## src/rtl/best_match_tracker.sv

```systemverilog
// Tracks the best (minimum) Levenshtein distance, its word index and the threshold match count,
// and serialises a snapshot as a byte frame. Optional macro BEST_MATCH_TIE_LAST_EN: on ties the last occurrence wins.
module best_match_tracker #(
  parameter int INDEX_WIDTH = 16
) (
  input  logic       aclk,
  input  logic       aresetn,
  input  logic [7:0] threshold,
  input  logic       s_axis_tvalid,
  input  logic [7:0] s_axis_tdata,
  input  logic       s_axis_tuser,
  input  logic       read_req,
  output logic       m_axis_tvalid,
  input  logic       m_axis_tready,
  output logic [7:0] m_axis_tdata,
  output logic       m_axis_tlast,
  output logic       busy,
  output logic       best_valid
);

  localparam int NBYTES  = 2 + 2 * INDEX_WIDTH / 8;
  localparam int FRAME_W = 8 * NBYTES;
  localparam int PTR_W   = 3;

  typedef enum logic {IDLE, SEND} state_t;

  state_t                   state, state_nxt;
  logic [PTR_W-1:0]         byte_ptr;
  logic [FRAME_W-1:0]       snap;
  logic [FRAME_W-1:0]       snap_shift;
  logic [7:0]               best_dist;
  logic [INDEX_WIDTH-1:0]   best_idx, next_idx, match_cnt;
  logic                     overflow;

  logic                     cur_valid, cur_ovf;
  logic [7:0]               cur_dist;
  logic [INDEX_WIDTH-1:0]   cur_idx, cur_cnt;
  logic                     idx_max, cnt_max, hit, take_best, take_idx;
  logic                     last_byte, handshake;

  // A tuser beat is evaluated against cleared state, so substitute cleared values here.
  always_comb begin
    cur_valid = best_valid & ~s_axis_tuser;
    cur_ovf   = overflow & ~s_axis_tuser;
    cur_dist  = s_axis_tuser ? 8'hFF : best_dist;
    cur_idx   = s_axis_tuser ? '0 : next_idx;
    cur_cnt   = s_axis_tuser ? '0 : match_cnt;
    idx_max   = &cur_idx;
    cnt_max   = &cur_cnt;
    hit       = s_axis_tdata <= threshold;
    take_best = ~cur_valid | (s_axis_tdata < cur_dist);
`ifdef BEST_MATCH_TIE_LAST_EN
    take_idx  = take_best | (s_axis_tdata == cur_dist);
`else
    take_idx  = take_best;
`endif
  end

  always_ff @(posedge aclk or negedge aresetn) begin
    if (!aresetn) begin
      best_valid <= 1'b0;
      best_dist  <= 8'hFF;
      best_idx   <= '0;
      next_idx   <= '0;
      match_cnt  <= '0;
      overflow   <= 1'b0;
    end else if (s_axis_tvalid) begin
      best_valid <= 1'b1;
      if (take_best) best_dist <= s_axis_tdata;
      if (take_idx)  best_idx  <= cur_idx;
      next_idx  <= idx_max ? cur_idx : cur_idx + INDEX_WIDTH'(1);
      match_cnt <= (hit && !cnt_max) ? cur_cnt + INDEX_WIDTH'(1) : cur_cnt;
      overflow  <= cur_ovf | idx_max | (hit & cnt_max);
    end
  end

  assign last_byte = (byte_ptr == PTR_W'(NBYTES - 1));
  assign handshake = (state == SEND) & m_axis_tready;

  always_ff @(posedge aclk or negedge aresetn) begin
    if (!aresetn) state <= IDLE;
    else          state <= state_nxt;
  end

  always_comb begin
    state_nxt = state;
    case (state)
      IDLE:    if (read_req) state_nxt = SEND;
      SEND:    if (handshake && last_byte) state_nxt = IDLE;
      default: state_nxt = IDLE;
    endcase
  end

  always_ff @(posedge aclk or negedge aresetn) begin
    if (!aresetn)                      byte_ptr <= '0;
    else if (state == IDLE && read_req) byte_ptr <= '0;
    else if (handshake)                byte_ptr <= byte_ptr + PTR_W'(1);
  end

  // Snapshot is pure data; it is only observable while in SEND, so it needs no reset.
  always_ff @(posedge aclk) begin
    if (state == IDLE && read_req)
      snap <= {match_cnt, best_idx, best_dist, best_valid, overflow, 6'b0};
  end

  assign snap_shift = snap >> {byte_ptr, 3'b000};

  always_comb begin
    m_axis_tvalid = (state == SEND);
    busy          = (state == SEND);
    m_axis_tlast  = (state == SEND) & last_byte;
    m_axis_tdata  = (state == SEND) ? snap_shift[7:0] : 8'h00;
  end

endmodule

```

## config.mk

```make
export PLATFORM = sky130hd
export DESIGN_NAME = best_match_tracker
export DESIGN_NICKNAME = d
export VERILOG_FILES = /design/src/rtl/best_match_tracker.sv
export SDC_FILE = /design/constraint.sdc
export NUM_CORES = 1
export LEC_CHECK = 0
export ABC_AREA = 1
export CAP_MARGIN = 10
export CORE_ASPECT_RATIO = 1.5
export CORE_UTILIZATION = 50
export CTS_BUF_LIST = sky130_fd_sc_hd__clkbuf_4
export DETAILED_ROUTE_END_ITERATION = 10
export PLACE_DENSITY = 0.79
export SYNTH_ARGS = -nofsm -noshare
export SYNTH_HDL_FRONTEND = slang
export SYNTH_SLANG_ARGS = --single-unit
export TNS_END_PERCENT = 5
```

## constraint.sdc

```tcl
create_clock -name aclk -period 3.5 [get_ports aclk]
set_clock_uncertainty 0.05 [all_clocks]
set_input_delay 1.05 -clock aclk [delete_from_list [all_inputs] [get_ports aclk]]
set_output_delay 1.05 -clock aclk [all_outputs]
set_load 0.02 [all_outputs]
```

### Word-level counts from Yosys, hierarchy flattened

Cells that the tools add are included.

* register bits after elaboration: 104
* latch bits: 0
* RAM bits: 0
* ROM bits: 0
* input bits: 22
* output and inout bits: 12
* logic and storage cells: 46
* memories: 0

* add/sub/neg operators: 3
* multiply operators: 0
* div/mod/pow operators: 0
* order comparisons: 2
* equality and inequality tests: 1
* shift operators: 1
* muxes and demuxes: 11
* bitwise logic cells: 11
* reductions and logical operators: 8

Operators with widths (count)
* 16-bit 2-to-1 mux: 4
* 48-bit by 6-bit right shift with 8-bit output: 1
* 16-bit by 1-bit adder with 16-bit output (second input constant): 2
* 16-bit AND reduction: 2
* 8-bit 2-to-1 mux: 2
* 8-bit <= comparator: 1
* 8-bit < comparator: 1
* 3-bit 2-to-1 mux: 2
* 1-bit bitwise AND: 5
* 3-bit by 1-bit adder with 3-bit output (second input constant): 1
* 3-bit equality test (second input constant): 1
* 1-bit logical AND: 3
* 1-bit inverter: 3
* 1-bit OR: 3
* 1-bit 2-to-1 mux: 2
* 1-bit case mux with 2 select lines: 1
* 2-bit AND reduction: 1
* 2-bit nonzero test: 1
* 1-bit zero test: 1

### Longest topological paths before layout

Gate-level depths: netlist of the first run.

* depth in word-level cells: 5
* mapped depth: 16
* gate-level depth less buffers: 15

### Worst setup path after synthesis of the first run

No wires, ideal clock.

* kind: input port to flip-flop
* from: in read_req
* to: reg snap[10] (enable)
* library setup time: 0.444 ns
* arrival: 2.905 ns
* data required time: 3.006 ns
* path slack: 0.101 ns
* stages on the path: 2
* buffers on the path: 0
* path through: inv_1 nor2_1

* cells in the longest elaborated chain, start to end: 1

RTL lines
* start, declared: RTL line 12 `input logic read_req,`
* 1-bit logical AND: RTL line 102 `if (state == IDLE && read_req)`
* end signal, assigned: RTL line 103 `snap <= {match_cnt, best_idx, best_dist, best_valid, overflow, 6'b0};`
* end, declared: RTL line 29 `logic [FRAME_W-1:0] snap;`

Every way passes these cells.
A chain may end at the register's enable or synchronous reset.

### Final worst setup path of the first run

* from: reg byte_ptr[0]
* to: out m_axis_tdata[7]

* cells in the longest elaborated chain, start to end: 2

RTL lines
* start, declared: RTL line 28 `logic [PTR_W-1:0] byte_ptr;`
* start signal, assigned: RTL line 97 `else if (handshake) byte_ptr <= byte_ptr + PTR_W'(1);`
* 48-bit by 6-bit right shift with 8-bit output: RTL line 106 `assign snap_shift = snap >> {byte_ptr, 3'b000};`
* 8-bit 2-to-1 mux: RTL line 112 `m_axis_tdata = (state == SEND) ? snap_shift[7:0] : 8'h00;`
* end, declared: RTL line 15 `output logic [7:0] m_axis_tdata,`

Every way passes these cells.

==> results.toml, run 1 <==
[finish]
drive_gt1_share_pct = 12.4
fillers = 964
layout.nets = 736
final_util_pct = 57.5
syn_to_final_growth_pct = 12.4

[logic_synthesis]
synth-xor-area-share_pct = 2.33
syn_inst = 661
yosys.area_share.adder_pct = 4.23
synth_seq_cells = 104
ys_async_sr_fraction_pct = 59.6
synth_top_family_by_area = "simple AND/OR/NAND/NOR gates"
synthesis.nets = 702
yosysSeqAreaShare_pct = 50.2
synthFlopType = "dfrtp_1"
yosysTopAreaCellShare_pct = 24.0
netlist_area_um2 = 5630
synth.distinct_cells = 39
synth_top_cell_by_area = "dfrtp_1"
synth_edf_count = 42
ys_warn_count = 0
synth_compound_area_share_pct = 7.96
synthTopCellsByArea = "dfrtp_1, edfxtp_1, nand2_1"
ys_top_cells_by_count = "nand2_1, inv_1, nor2_1, nand3_1, dfrtp_1"
synth-simple-area-share_pct = 27.9
synth.most_common_cell = "nand2_1"
avgSynthCellArea_um2 = 8.51
synthMuxAreaShare_pct = 0

[global_route]
grt_max_degree = 44
grt_pass1_wl_um = 20400
antenna_found_initial = 1
gr-total-overflow = 0
grtUsageTotal_pct = 22.8
first_global_vias = 4424

[floorplanning]
die-area_um2 = 11700
die_height_um = 132
fp.coreArea_um2 = 11000
ios = 34
start_util_pct = 51.2
die_width_um = 88.6
std_cell_rows = 47

[clock_tree]
cts_root_buffer = "clkbuf_4"
clk_pin_slew_worst_paths_ps = 160
h-tree-depth = 3
cts_buffer_depth = 2
cts_num_sinks = 104
clk-insertion-delay-late_ps = 470
cts_made_buffers = 9
cts_tree = "done"

[routing]
num_vias = 4499
drt_iter0_drc = 342
drc = 0
wl_per_cell_um = 14.6
drtAntennaViolNets = 0
wirelength_um = 12400
firstDrtPassIters = 5
vias_per_cell = 5.31

[worst_setup_path]
crit_family = "buffers and inverters"
crit_path_max_incr_delay_ps = 490
path_max_fanout = 14
critical_path.cell_chain = "inv_1, buf_4, o21ai_0, o22ai_1, nand2_1, a21oi_1, dlygate4sd2_1"
path_class = "reg2out"
critPathSlowestCell = "dfrtp_2"
start_kind = "flop"
cp-end-kind = "output pin"
worst-path-buf-inv = 3
worst_ep_required_time_ps = 2400
cp_data_arrival_time_ps = 2280

[timing]
fin_crit_ps = 3380
setup_tns_ps = 0
whs_ps = 425
worstMarginPinSlew_ps = 698
setup_viol = 0
grt_setup_unrepaired = "false"
slew_headroom_pct = 53.5
fin_ws_ps = 117
post-route-period-util_pct = 96.7
finalHoldViolCount = 0
slew_violations = 0
fmax_mhz = 296

[place]
pre_cts_ws_ps = 95.8
portBuffers = 33
gp_congestion = 0.940
dpl.hpwl_um = 9460

[pwr]
ir_drop_uv = 194
powerDensity_nw_per_um2 = 494
leakage_nw = 2.89

[flow_run]
maxCapViolCount = 0

[status]
status = "finished, final reports clean"

[min_path]
min_path_type = "reg2reg"
-- report_power, final --
part           switching (mW)  internal, mW
registers              0.0897          1.41
clock network           0.428         0.240
logic                   0.603         0.361
total                    1.12          2.01
-- flip-flops by register name, summed over array words and instances, names as in the netlist --
signal,count
best_dist,8
best_idx,16
best_valid,1
busy,1
byte_ptr,3
match_cnt,16
next_idx,16
overflow,1
snap,42
-- metal layers --
layer / routed length, um / share of wire (%) / global-route usage, %
met1: 5070 / 41 / 27.3
met3: 421 / 3.4 / 3.88
met2: 6550 / 53 / 40.0
met5: 0 / 0 / 0
met4: 326 / 2.6 / 9.05
-- area by class of cell --
type	instances	area, um^2	share of cell area, %
inverters	80	303	4.79
multi-input cells	454	2400	38.0
diodes	1	2.50	0.0396
clock inverters	7	95.1	1.50
repair buffers	46	448	7.08
well taps	147	184	2.91
flip-flops and latches	104	2830	44.7
clock buffers	9	67.6	1.07
-- worst reg2reg max path: cells and delay by family (launching register included) --
kind	cells	cell delay [ps]
and+or+nand+nor	6	800
DFF	1	590
AOI/OAI and AO/OA	2	340
adders and majority gates	1	290
-- layout by cell type (no fill, tap or decap), types with 3 or more instances in the layout --
cell,n
nand4_1,11
nand2_2,4
a21oi_1,14
dfrtp_1,52
nor2_1,58
ha_1,19
xnor2_1,3
dlygate4sd2_1,4
o21ai_0,44
nand3b_1,3
xor2_1,12
dlymetal6s2s_1,4
nor2_2,16
o22ai_1,3
edfxtp_1,42
nand3_1,58
o21ai_1,5
o21bai_1,4
clkbuf_4,9
inv_2,6
buf_4,11
nand3_2,4
dfstp_2,8
o21a_1,9
clkdlybuf4s50_1,23
inv_1,71
nor2_4,6
nand2_1,169
-- repair_timing --
item | CTS | global route
pin swaps | 0 | 0
gates resized for setup | 12 | 4
endpoints found under the setup margin | 8 | 4
buffers inserted | 0 | 0
hold buffers | 0 | 0
-- worst paths after layout --
kind / from / to / slack [ps] / cells after the start
setup / recovery: byte_ptr[0] / m_axis_tdata[7] / 120 / 7
hold / removal: best_idx[14] / snap[30] / 430 / 0
setup reg to reg: best_dist[7] / best_idx[14] / 1340 / 9
hold reg to reg: best_idx[14] / snap[30] / 430 / 0
max in group asynchronous: aresetn / best_dist[3] / 2150 / 2
min in group asynchronous: aresetn / busy / 550 / 1
-- per-stage QoR --
| stage | total power [mW] | instance area [um^2] | cells |
|---|---|---|---|
| CTS | 3.16 | 6310 | 847 |
| floorplan | 2.09 | 5630 | 661 |
| finish | 3.13 | 6330 | 848 |
| global route | 3.31 | 6330 | 848 |
| detailed placement | 2.51 | 6140 | 831 |
| global placement | 2.47 | 6140 | 831 |
-- logic make-up (layout without fill, tap and decap cells) --
kind of cell | Yosys count | in the layout
buffers and inverters | 103 | 142
other | 0 | 1
adder cells (fa/ha/maj) | 19 | 19
flip-flops | 104 | 104
AO/OA/AOI/OAI | 81 | 81
XOR/XNOR | 15 | 15
AND/OR/NAND/NOR | 339 | 339
Power figures use the tool's default switching activity.
==> inputs of run 2 (changes only) <==
Settings changed: CORE_UTILIZATION 50 to 29, PLACE_DENSITY 0.79 to 0.55, REMOVE_ABC_BUFFERS set to 1.
==> run 2 against run 1 <==
Net effect:
- clock power shrank 0.7%
- sequential share of layout area shrank 0.66 points
- non-clock buffer count is the same
- die area grew 71%
- critical path depth is the same
- sequential power is essentially flat
- core utilization shrank 24 points
- final cell count grew 13%
==> results.toml, run 2 (synthesis gave the netlist of run 1 again) <==
[status]
status = "finished, final reports clean"

[worst_setup_path]
worst_ep_required_time_ps = 2400
ff2ff_path_depth = 13
start_kind = "flop"
cp-end-kind = "output pin"
cp_data_arrival_time_ps = 2120
path_class = "reg2out"
r2r_end = "next_idx[1]"
path_max_fanout = 7
rrSetupSlack_ps = 1450
rr_startpoint = "next_idx[0]"

[timing]
fin_crit_ps = 3220
slew_violations = 0
post-route-period-util_pct = 92.1
slew_headroom_pct = 51.2
worstMarginPinSlew_ps = 732
whs_ps = 414
setup_tns_ps = 0
fin_ws_ps = 275
fmax_mhz = 310
setup_viol = 0
grt_setup_unrepaired = "false"
finalHoldViolCount = 0

[finish]
mostFrequentLayoutCells = "nand2_1, inv_1, nor2_1"
mostFrequentLayoutCell = "nand2_1"
layout.nets = 736
largest_register = "snap"
largest_reg_flops = 42
stdcell_area_um2 = 6420
syn_to_final_growth_pct = 14.1
final_util_pct = 33.6
drive_gt1_share_pct = 12.3
fillers = 2030
instances_no_fill = 957

[floorplanning]
fp.coreArea_um2 = 19100
std_cell_rows = 62
die-area_um2 = 20000
die_width_um = 116
die_height_um = 173
start_util_pct = 29.5
ios = 34

[clock_tree]
cts_root_buffer = "clkbuf_4"
clk_pin_slew_worst_paths_ps = 170
cts_tree = "done"
clk-insertion-delay-late_ps = 460
cts_hold_buf = 0
post_cts.repair.setup_buffers = 0
cts_buffer_depth = 2
cts_num_sinks = 104
cts_made_buffers = 9
h-tree-depth = 3

[place]
portBuffers = 33
gp_congestion = 0.818
dpl.hpwl_um = 9700
post_dp_cell_area_um2 = 6260
place_inst = 940
pre_cts_ws_ps = 372

[routing]
num_vias = 4285
drc = 0
drt_iter0_drc = 184
vias_per_cell = 4.48
wirelength_um = 12800
firstDrtPassIters = 4
wl_per_cell_um = 13.4
drtAntennaViolNets = 0

[min_path]
holdPathEnd = "snap[28]"
hold_start = "best_idx[12]"
whs_path_depth = 0
min_path_type = "reg2reg"

[pwr]
powerDensity_nw_per_um2 = 482
combPwrFrac_pct = 30.6
p_switching_mw = 1.11
switching_share_pct = 35.9
seq_power_share_pct = 47.9
ir_drop_uv = 226
leakage_nw = 2.85
power.internal_mw = 1.98
pwr-share-clk_pct = 21.5
power.total_mw = 3.09

[global_route]
first_global_vias = 4330
grt_pass1_wl_um = 21200
antenna_found_initial = 1
gr-total-overflow = 0
grt_max_degree = 48
grtUsageTotal_pct = 13.6

[flow_run]
maxCapViolCount = 0
run 2: layout make-up:
cell class                      count  area (um^2)  share of cell area (%)
Tap cell                          256          320                    4.99
Multi-Input combinational cell    454         2390                    37.3
Antenna cell                        1         2.50                  0.0390
Timing Repair Buffer               46          419                    6.53
Clock inverter                      7         88.8                    1.38
Inverter                           80          303                    4.72
Clock buffer                        9         67.6                    1.05
Sequential cell                   104         2820                    44.0
run 2: how the worst max path moves through the flow:
stage,to,depth (start not counted),start
floorplan,snap[10],2,read_req
global placement,match_cnt[4],12,s_axis_tdata[1]
detailed placement,match_cnt[3],10,s_axis_tdata[5]
CTS,m_axis_tdata[7],6,byte_ptr[0]
global route,m_axis_tdata[1],7,byte_ptr[0]
finish,m_axis_tdata[1],7,byte_ptr[0]
run 2: routing by layer:
layer	track usage (%)	wire length (um)	vias to the layer above
li1	-	-	2215
met1	15.2	5370	2006
met2	25.8	6920	44
met3	1.61	177	20
met4	4.97	313	0
met5	0	0	-
run 2: power groups by stage:
stage,combinational [mW],clock [mW],sequential (mW)
floorplan,0.534,0,1.51
global placement,1.01,0,1.50
detailed placement,1.01,0,1.51
CTS,0.970,0.687,1.48
global route,1.06,0.733,1.50
finish,0.947,0.664,1.48
run 2: repair_timing:
| action | 4_1_cts | 5_1_grt |
|---|---|---|
| gates resized for setup | 10 | 1 |
| setup endpoints to repair | 8 | 1 |
| endpoints found under the hold margin | 0 | 0 |
| pin swaps | 0 | 0 |
run 2: worst max-delay path, stage by stage, from the launching register on:
cell           delay [ps]
dfrtp_1               410
inv_1                 210
buf_4                 200
nor2_1                 50
o21ai_0               230
nand2_1                80
a21oi_1               120
dlygate4sd2_1         350
